[src/rtl/period_spi_loader_pkg.sv]
// Shared constants and state encoding for the serial period loader.
// BITS / DEFAULT_PERIOD are shared with the frequency counter so both agree.
package period_spi_loader_pkg;

    localparam int PKG_BITS           = 12;
    localparam int PKG_DEFAULT_PERIOD = 1200;
    localparam int PKG_MIN_PERIOD     = 16;

    typedef enum logic [1:0] {
        IDLE  = 2'd0,
        SHIFT = 2'd1,
        CHECK = 2'd2
    } state_t;

endpackage

[src/rtl/sync_edge.sv]
// Two-flop synchroniser for an asynchronous pin, followed by a history flop
// so that rising/falling edges of the synchronised value can be detected.
module sync_edge #(
    parameter logic RESET_VAL = 1'b0
) (
    input  logic clk,
    input  logic reset,
    input  logic i_async,
    output logic o_sync,
    output logic o_rise,
    output logic o_fall
);

    logic r_meta;
    logic r_sync;
    logic r_hist;

    // Synchroniser chain plus one-cycle history of the synchronised value
    always_ff @(posedge clk) begin
        if (reset) begin
            r_meta <= RESET_VAL;
            r_sync <= RESET_VAL;
            r_hist <= RESET_VAL;
        end else begin
            r_meta <= i_async;
            r_sync <= r_meta;
            r_hist <= r_sync;
        end
    end

    assign o_sync = r_sync;
    assign o_rise = r_sync & ~r_hist;
    assign o_fall = ~r_sync & r_hist;

endmodule

[src/rtl/period_spi_loader.sv]
// Receives a measurement period over a 3-wire serial link (MSB first),
// range-checks it and presents it to the counter with a one-cycle load strobe.
// Malformed frames set a sticky error flag and are discarded.
module period_spi_loader
    import period_spi_loader_pkg::*;
#(
    parameter int BITS           = PKG_BITS,
    parameter int DEFAULT_PERIOD = PKG_DEFAULT_PERIOD,
    parameter int MIN_PERIOD     = PKG_MIN_PERIOD
) (
    input  logic            clk,
    input  logic            reset,
    input  logic            sclk,
    input  logic            mosi,
    input  logic            cs_n,
    output logic [BITS-1:0] period,
    output logic            period_load,
    output logic            busy,
    output logic            frame_error
);

    localparam int              CW       = $clog2(BITS + 2);
    localparam logic [CW-1:0]   CNT_FULL = CW'(BITS);
    localparam logic [CW-1:0]   CNT_SAT  = CW'(BITS + 1);
    localparam logic [BITS-1:0] MIN_W    = BITS'(MIN_PERIOD);
    localparam logic [BITS-1:0] DEF_W    = BITS'(DEFAULT_PERIOD);

    logic w_sclk_sync, w_sclk_rise, w_sclk_fall;
    logic w_mosi_sync, w_mosi_rise, w_mosi_fall;
    logic w_cs_sync,   w_cs_rise,   w_cs_fall;
    logic w_unused;

    // mosi uses the same pipeline depth as sclk, so its synced value is
    // valid in the cycle the synced sclk rise is seen.
    sync_edge #(.RESET_VAL(1'b0)) u_sync_sclk (
        .clk(clk), .reset(reset), .i_async(sclk),
        .o_sync(w_sclk_sync), .o_rise(w_sclk_rise), .o_fall(w_sclk_fall)
    );
    sync_edge #(.RESET_VAL(1'b0)) u_sync_mosi (
        .clk(clk), .reset(reset), .i_async(mosi),
        .o_sync(w_mosi_sync), .o_rise(w_mosi_rise), .o_fall(w_mosi_fall)
    );
    // cs_n history resets low, so a frame already open at reset release
    // never produces a fall and is ignored.
    sync_edge #(.RESET_VAL(1'b0)) u_sync_cs (
        .clk(clk), .reset(reset), .i_async(cs_n),
        .o_sync(w_cs_sync), .o_rise(w_cs_rise), .o_fall(w_cs_fall)
    );

    assign w_unused = ^{w_sclk_sync, w_sclk_fall, w_mosi_rise, w_mosi_fall, w_cs_sync};

    state_t          r_state, w_next_state;
    logic [BITS-1:0] r_shift;
    logic [CW-1:0]   r_bit_cnt;
    logic [BITS-1:0] r_period;
    logic            r_load;
    logic            r_error;

    logic w_busy, w_start, w_shift_en, w_check, w_accept;

    // State register
    always_ff @(posedge clk) begin
        if (reset) r_state <= IDLE;
        else       r_state <= w_next_state;
    end

    // Next-state logic; a bit arriving with cs_n rise is still shifted
    // because the datapath acts on the same edge that leaves SHIFT.
    always_comb begin
        w_next_state = IDLE;
        case (r_state)
            IDLE:    w_next_state = w_cs_fall ? SHIFT : IDLE;
            SHIFT:   w_next_state = w_cs_rise ? CHECK : SHIFT;
            CHECK:   w_next_state = IDLE;
            default: w_next_state = IDLE;
        endcase
    end

    // Output / control decode from the current state
    always_comb begin
        w_busy     = 1'b0;
        w_start    = 1'b0;
        w_shift_en = 1'b0;
        w_check    = 1'b0;
        w_accept   = 1'b0;
        case (r_state)
            IDLE:  w_start = w_cs_fall;
            SHIFT: begin
                w_busy     = 1'b1;
                w_shift_en = w_sclk_rise;
            end
            CHECK: begin
                w_busy   = 1'b1;
                w_check  = 1'b1;
                w_accept = (r_bit_cnt == CNT_FULL) && (r_shift >= MIN_W);
            end
            default: ;
        endcase
    end

    // Deserialiser, bit counter, accepted period, strobe and sticky error
    always_ff @(posedge clk) begin
        if (reset) begin
            r_shift   <= '0;
            r_bit_cnt <= '0;
            r_period  <= DEF_W;
            r_load    <= 1'b0;
            r_error   <= 1'b0;
        end else begin
            r_load <= 1'b0;
            if (w_start) begin
                r_shift   <= '0;
                r_bit_cnt <= '0;
                r_error   <= 1'b0;
            end
            if (w_shift_en) begin
                r_shift <= {r_shift[BITS-2:0], w_mosi_sync};
                if (r_bit_cnt != CNT_SAT) r_bit_cnt <= r_bit_cnt + CW'(1);
            end
            if (w_check) begin
                if (w_accept) begin
                    r_period <= r_shift;
                    r_load   <= 1'b1;
                end else begin
                    r_error  <= 1'b1;
                end
            end
        end
    end

    assign period      = r_period;
    assign period_load = r_load;
    assign busy        = w_busy;
    assign frame_error = r_error;

endmodule

[config.mk]
export PLATFORM = sky130hd
export DESIGN_NAME = period_spi_loader
export DESIGN_NICKNAME = d
export VERILOG_FILES = /design/src/rtl/period_spi_loader_pkg.sv /design/src/rtl/sync_edge.sv /design/src/rtl/period_spi_loader.sv
export SDC_FILE = /design/constraint.sdc
export NUM_CORES = 1
export LEC_CHECK = 0
export ABC_AREA = 1
export CAP_MARGIN = 20
export CORE_MARGIN = 5
export CORE_UTILIZATION = 45
export DETAILED_ROUTE_END_ITERATION = 8
export HOLD_SLACK_MARGIN = 0.03
export PLACE_DENSITY = 0.73
export SYNTH_ARGS = -nofsm -noshare
export SYNTH_HDL_FRONTEND = slang
export SYNTH_SLANG_ARGS = --single-unit
[constraint.sdc]
create_clock -name clk -period 1.8 [get_ports clk]
set_input_delay 0.18 -clock clk [delete_from_list [all_inputs] [get_ports clk]]
set_output_delay 0.18 -clock clk [all_outputs]
set_load 0.05 [all_outputs]
After elaboration in Yosys (flattened, before gate mapping)
Cells that the tools add are included.
{ "totals": {"reg_bits": 40, "latchBits": 0, "in_bits": 5, "romBits": 0, "memories": 0, "ramBits": 0, "elab_cells": 50, "out_inout_bits": 15} }
{ "op_classes": {"div": 0, "shifts": 0, "add_sub_neg": 1, "n_bitwise": 7, "mul": 0, "order_cmp": 1, "n_reduce_logical": 6, "mux": 17, "n_eq_ne": 4} }
{ "ops": {"columns": ["operator", "count"], "rows": [
  ["$mux 12", 2],
  ["$ge 12x5->1 const B", 1],
  ["$mux 4", 3],
  ["$mux 1", 10],
  ["$add 4x1->4 const B", 1],
  ["$eq 4x4->1 const B", 1],
  ["$ne 4x4->1 const B", 1],
  ["$not 1->1", 4],
  ["$pmux 2 s2", 1],
  ["$reduce_or 2->1", 2],
  ["$and 1x1->1", 3],
  ["$eq 2x1->1 const B", 1],
  ["$eq 2x2->1 const B", 1],
  ["$logic_not 2->1", 1],
  ["$mux 2", 1],
  ["$reduce_and 2->1", 1],
  ["$reduce_bool 2->1", 1],
  ["$logic_and 1x1->1", 1]
]} }

Depth between registers and ports, before layout
{ "logic_depth": {"depth_word": 6, "ltp_mapped": 9, "mapped_depth_nobuf": 8} }

By module
From an unflattened synthesis, not the netlist that was laid out.
{ "hier_totals": {"cells_unflattened": 243, "area_unflattened_um2": 1739.2} }
{ "modules_own_cells": {"columns": ["module", "seq_area_each_um2", "cells_each", "area_each_um2", "n_inst"], "rows": [
  ["period_spi_loader", 640.6, 207, 1457.6, 1],
  ["sync_edge", 60.1, 12, 93.8, 3]
]} }

Least setup slack after synthesis
OpenSTA, ideal clock, no wires.
{ "synth_timing": {"path_kind": "reg2reg", "from": "reg r_bit_cnt[0]", "to": "reg r_period[10], in the netlist period[10]", "period_less_slack_ps": 1301, "setup_time_ps": 130, "required_ps": 1670, "stages_incl_launch_ff": 8, "path_buffers": 2, "t_arrival_ps": 1171, "slack_ps": 499, "path_cell_list": "dfxtp_1 > inv_1 > ha_1 > and3_1 > buf_4 > buf_2 > nand4_1 > nand3_1"} }
{ "synth_via": {"elab_chain_cells": 4} }
{ "synth_rtl": {"columns": ["element", "line", "text"], "rows": [
  ["start, declared", "period_spi_loader.sv:54", "logic [CW-1:0] r_bit_cnt;"],
  ["start signal, assigned", "period_spi_loader.sv:118", "if (r_bit_cnt != CNT_SAT) r_bit_cnt <= r_bit_cnt + CW'(1);"],
  ["$eq 4x4->1", "period_spi_loader.sv:95", "w_accept = (r_bit_cnt == CNT_FULL) && (r_shift >= MIN_W);"],
  ["$logic_and 1x1->1", "period_spi_loader.sv:95", null],
  ["$mux 1", "period_spi_loader.sv:86", "case (r_state)"],
  ["$reduce_and 2->1 (no line)", null, null],
  ["end signal, assigned", "period_spi_loader.sv:122", "r_period <= r_shift;"],
  ["end, declared", "period_spi_loader.sv:55", "logic [BITS-1:0] r_period;"]
]} }
No other way between the ends.
A chain may end at the register's enable or synchronous reset.

Worst setup path in the final report
{ "layout_timing": {"from": "reg r_error, in the netlist frame_error", "to": "out frame_error"} }
{ "layout_lines": {"columns": ["element", "line", "text"], "rows": [
  ["start, declared", "period_spi_loader.sv:57", "logic r_error;"],
  ["start signal, assigned", "period_spi_loader.sv:108", "r_error <= 1'b0;"],
  ["start signal, assigned", "period_spi_loader.sv:114", "r_error <= 1'b0;"],
  ["start signal, assigned", "period_spi_loader.sv:125", "r_error <= 1'b1;"],
  ["end, declared", "period_spi_loader.sv:19", "output logic frame_error"]
]} }
No word-level cell between the ends.

==> impl_results.md <==
- Outcome: completed
- Wire per inst: 9.599 µm
- Syn nets: 243
- CP max FO: 2
- Multi-input logic area: 658.1 µm²
- Initial Util: 46.14%
- Pwr Density: 753.2 nW/µm²
- Die Ht: 71.27 µm
- Worst Skew: 0.002912 ns
- Worst Path Required: 1.62 ns
- Synth Area per Inst: 7.281 µm²
- Post-synth top area share: 47.41%
- Seq cells post-synth: 40
- WL final: 2870 µm
- Clock root cell: clkbuf_8
- Max cap viols: 0
- Critical-path top delay cell: clkdlybuf4s50_1
- Unrepaired setup endpoints after global routing: false
- Crit. End Element: primary output
- Post-layout min period: 1.608 ns
- Area Growth Syn to Fin: 17.41%
- CTS tree: done
- Reg2reg start: r_state[0]$_SDFF_PP0_
- CP cell instances: clkdlybuf4s50_1
- Vias in the first global route: 1155
- 1st-iter DRT viols: 88
- Cts repair resizes: 0
- Dpl hpwl: 2067 µm
- Slew margin rel.: 64.88%
- Post-synth top flop: dfxtp_1
- Reg-to-Reg End: r_shift[11]$_SDFFE_PP0P_
- Highest clock rate: 0.6218 GHz
- Cts-stage hold buffer count: 0
- Sinks on Clock Net: 40
- Synth cell types: 19
- DRC viols: 0
- Worst Setup Start Kind: flop
- Setup CP Type: flop to primary output
- Top post-synthesis cells by area: dfxtp_1 (47%), nand2_1 (13%), inv_1 (10%), nor2_1 (5.3%), a21oi_1 (5.0%)
- Cell Rows: 22
- Chip Width: 71.27 µm
- Layout cell share with drive strength beyond 1: 5.179%
- First-pass GRT wire length: 4968 µm
- Number of flops mapped to enable cells by yosys: 0
- Top delay family on crit path: buffers and inverters
- Post-CTS Repair Setup Buffers: 0
- Post-route insts no fill: 299
- Setup crit start: frame_error$_SDFF_PP0_
- Antenna Violating Nets Remaining: 0
- Via count: 1359
- Final setup viols: 0
- Slew Limit Fails: 0
- Antenna Cells: 0
- Synth area leader: dfxtp_1
- Clock buffer depth: 2
- Worst Path Arrival: 1.43 ns
- GRT Total Usage: 11.93%
- Critical Path Sink: frame_error
- CP Depth: 1
- Largest net degree at the start of global routing: 18
- LEAKAGE: 0.8516 nW
- Max incr delay on CP: 0.80 ns
- # port buffers: 19
- Most frequent cell after synthesis: nand2_1
- Fillers: 367
- Gr ovfl total: 0
- Hold Path Class: flop to flop
- Worst path buffer plus inverter count: 1
- Reg2reg path depth: 7
- Post-Synthesis Cells: 232
- Flop2flop setup slack: 0.22 ns
- Place WS: 0.2397 ns
- Final Hold Vio Count: 0
- Tcrit/Tclk final: 89.35%
- First-pass DRT Iterations: 4
- Hold slack: 0.4012 ns
- Core area: 3661 µm²
- Max rail drop VDD: 0.4612 mV
- Vias per inst: 4.545
- Synth cell count leaders: nand2_1 (58), inv_1 (45), dfxtp_1 (40)
- YS warnings: 0
- Cts bufs inserted: 5
- Die footprint: 5079 µm²
- Worst Tran Pin Value: 0.5268 ns
- Sequential cell area: 800.8 µm²
- Synthesized cell area: 1689 µm²
- Seq/Total Area, Yosys: 47.41%
- Final nets: 262
- # IOs: 20
- Post-route setup slack: 0.1918 ns
- Placed Cells: 292
- Setup Total Neg Slack: 0 ns
- Latest clock arrival within the worst-skew pair: 0.28 ns
- Clock slew at reported path FFs: 0.07 ns
- Initial antenna violation count: 0
- Final estimated routing congestion in global placement: 0.7517
- CTS H-tree lvls: 2
- Ys async rst share: 0%
## metal layers
metal  track usage, %  routed length (µm)  vias to the layer above  part of all wire (%)
met5                0                   0                        -                     0
met4            4.593                  44                        0                   1.5
met1            15.72                1493                      583                    52
met3            4.348                 163                        6                   5.7
met2            17.76                1169                       31                    41
li1                 -                   -                      739                     -
## cells in the final DEF, fill, tap and decap left out, types with 5 or more instances in the layout
master / count
a21oi_1: 17
nand4_1: 12
inv_1: 45
o21ai_0: 5
nand3_1: 9
clkbuf_8: 5
clkdlybuf4s50_1: 18
dfxtp_1: 40
nand2_1: 58
ha_1: 6
buf_4: 5
nor2_1: 24
## where the power goes
group / internal (W) / leakage [nW] / switching [W]
Clock: 0.000263 / 0.0410 / 0.000284
Combinational: 0.0000196 / 0.487 / 0.0000315
Sequential: 0.000893 / 0.324 / 0.00000271
Total: 0.00118 / 0.852 / 0.000318
## layout make-up
type	count	share of cell area [%]
Multi-Input combinational cell	136	33.19
Timing Repair Buffer	23	10.98
Clock inverter	1	0.2524
Inverter	45	8.517
Clock buffer	6	3.659
Tap cell	48	3.028
Sequential cell	40	40.38
## cells by family (layout without fill, tap and decap cells)
group | Yosys count | count (layout) | share of synthesized area [%]
xor+xnor | 1 | 1 | 0.5186
compound gates | 22 | 22 | 6.518
fa+ha+maj | 6 | 6 | 4.444
flops | 40 | 40 | 47.41
buf+inv | 56 | 75 | 13.63
simple gates | 107 | 107 | 27.48
## worst register-to-register path: cells and delay by family (launching register included)
kind            cells  cell delay [ns]
buf+inv             2             0.17
simple gates        3             0.66
flops               1             0.35
fa+ha+maj           1             0.19
compound gates      1             0.14
## flip-flops by register name, summed over array words and instances (netlist names)
name	flops
r_state	2
u_sync_cs.o_sync	1
u_sync_sclk.r_meta	1
period	12
u_sync_sclk.r_hist	1
r_shift	12
u_sync_mosi.r_meta	1
period_load	1
r_bit_cnt	4
u_sync_cs.r_hist	1
u_sync_cs.r_meta	1
u_sync_sclk.o_sync	1
u_sync_mosi.o_sync	1
frame_error	1
## how the worst min path moves through the flow
stage,startpoint,endpoint,slack (ns),cells past startpoint
finish,u_sync_mosi.r_meta$_SDFF_PP0_,u_sync_mosi.o_sync$_SDFF_PP0_,0.40,2
CTS,mosi,u_sync_mosi.r_meta$_SDFF_PP0_,0.40,3
detailed placement,u_sync_mosi.r_meta$_SDFF_PP0_,u_sync_mosi.o_sync$_SDFF_PP0_,0.40,2
floorplan,cs_n,u_sync_cs.r_meta$_SDFF_PP0_,0.29,2
global placement,u_sync_mosi.r_meta$_SDFF_PP0_,u_sync_mosi.o_sync$_SDFF_PP0_,0.39,2
global route,mosi,u_sync_mosi.r_meta$_SDFF_PP0_,0.40,3
## metrics by stage
| step | total power (W) | instance area [µm²] | utilization (%) |
|---|---|---|---|
| 5_1_grt | 0.001556 | 1983 | 54.17 |
| 3_5_place_dp | 0.0009677 | 1906 | 52.05 |
| 2_1_floorplan | 0.0009499 | 1689 | - |
| 4_1_cts | 0.001505 | 1983 | 54.17 |
| 3_3_place_gp | 0.0009665 | 1906 | 52.05 |
| 6_report | 0.001494 | 1983 | 54.17 |
No activity file was read; power rests on OpenSTA's default activity.
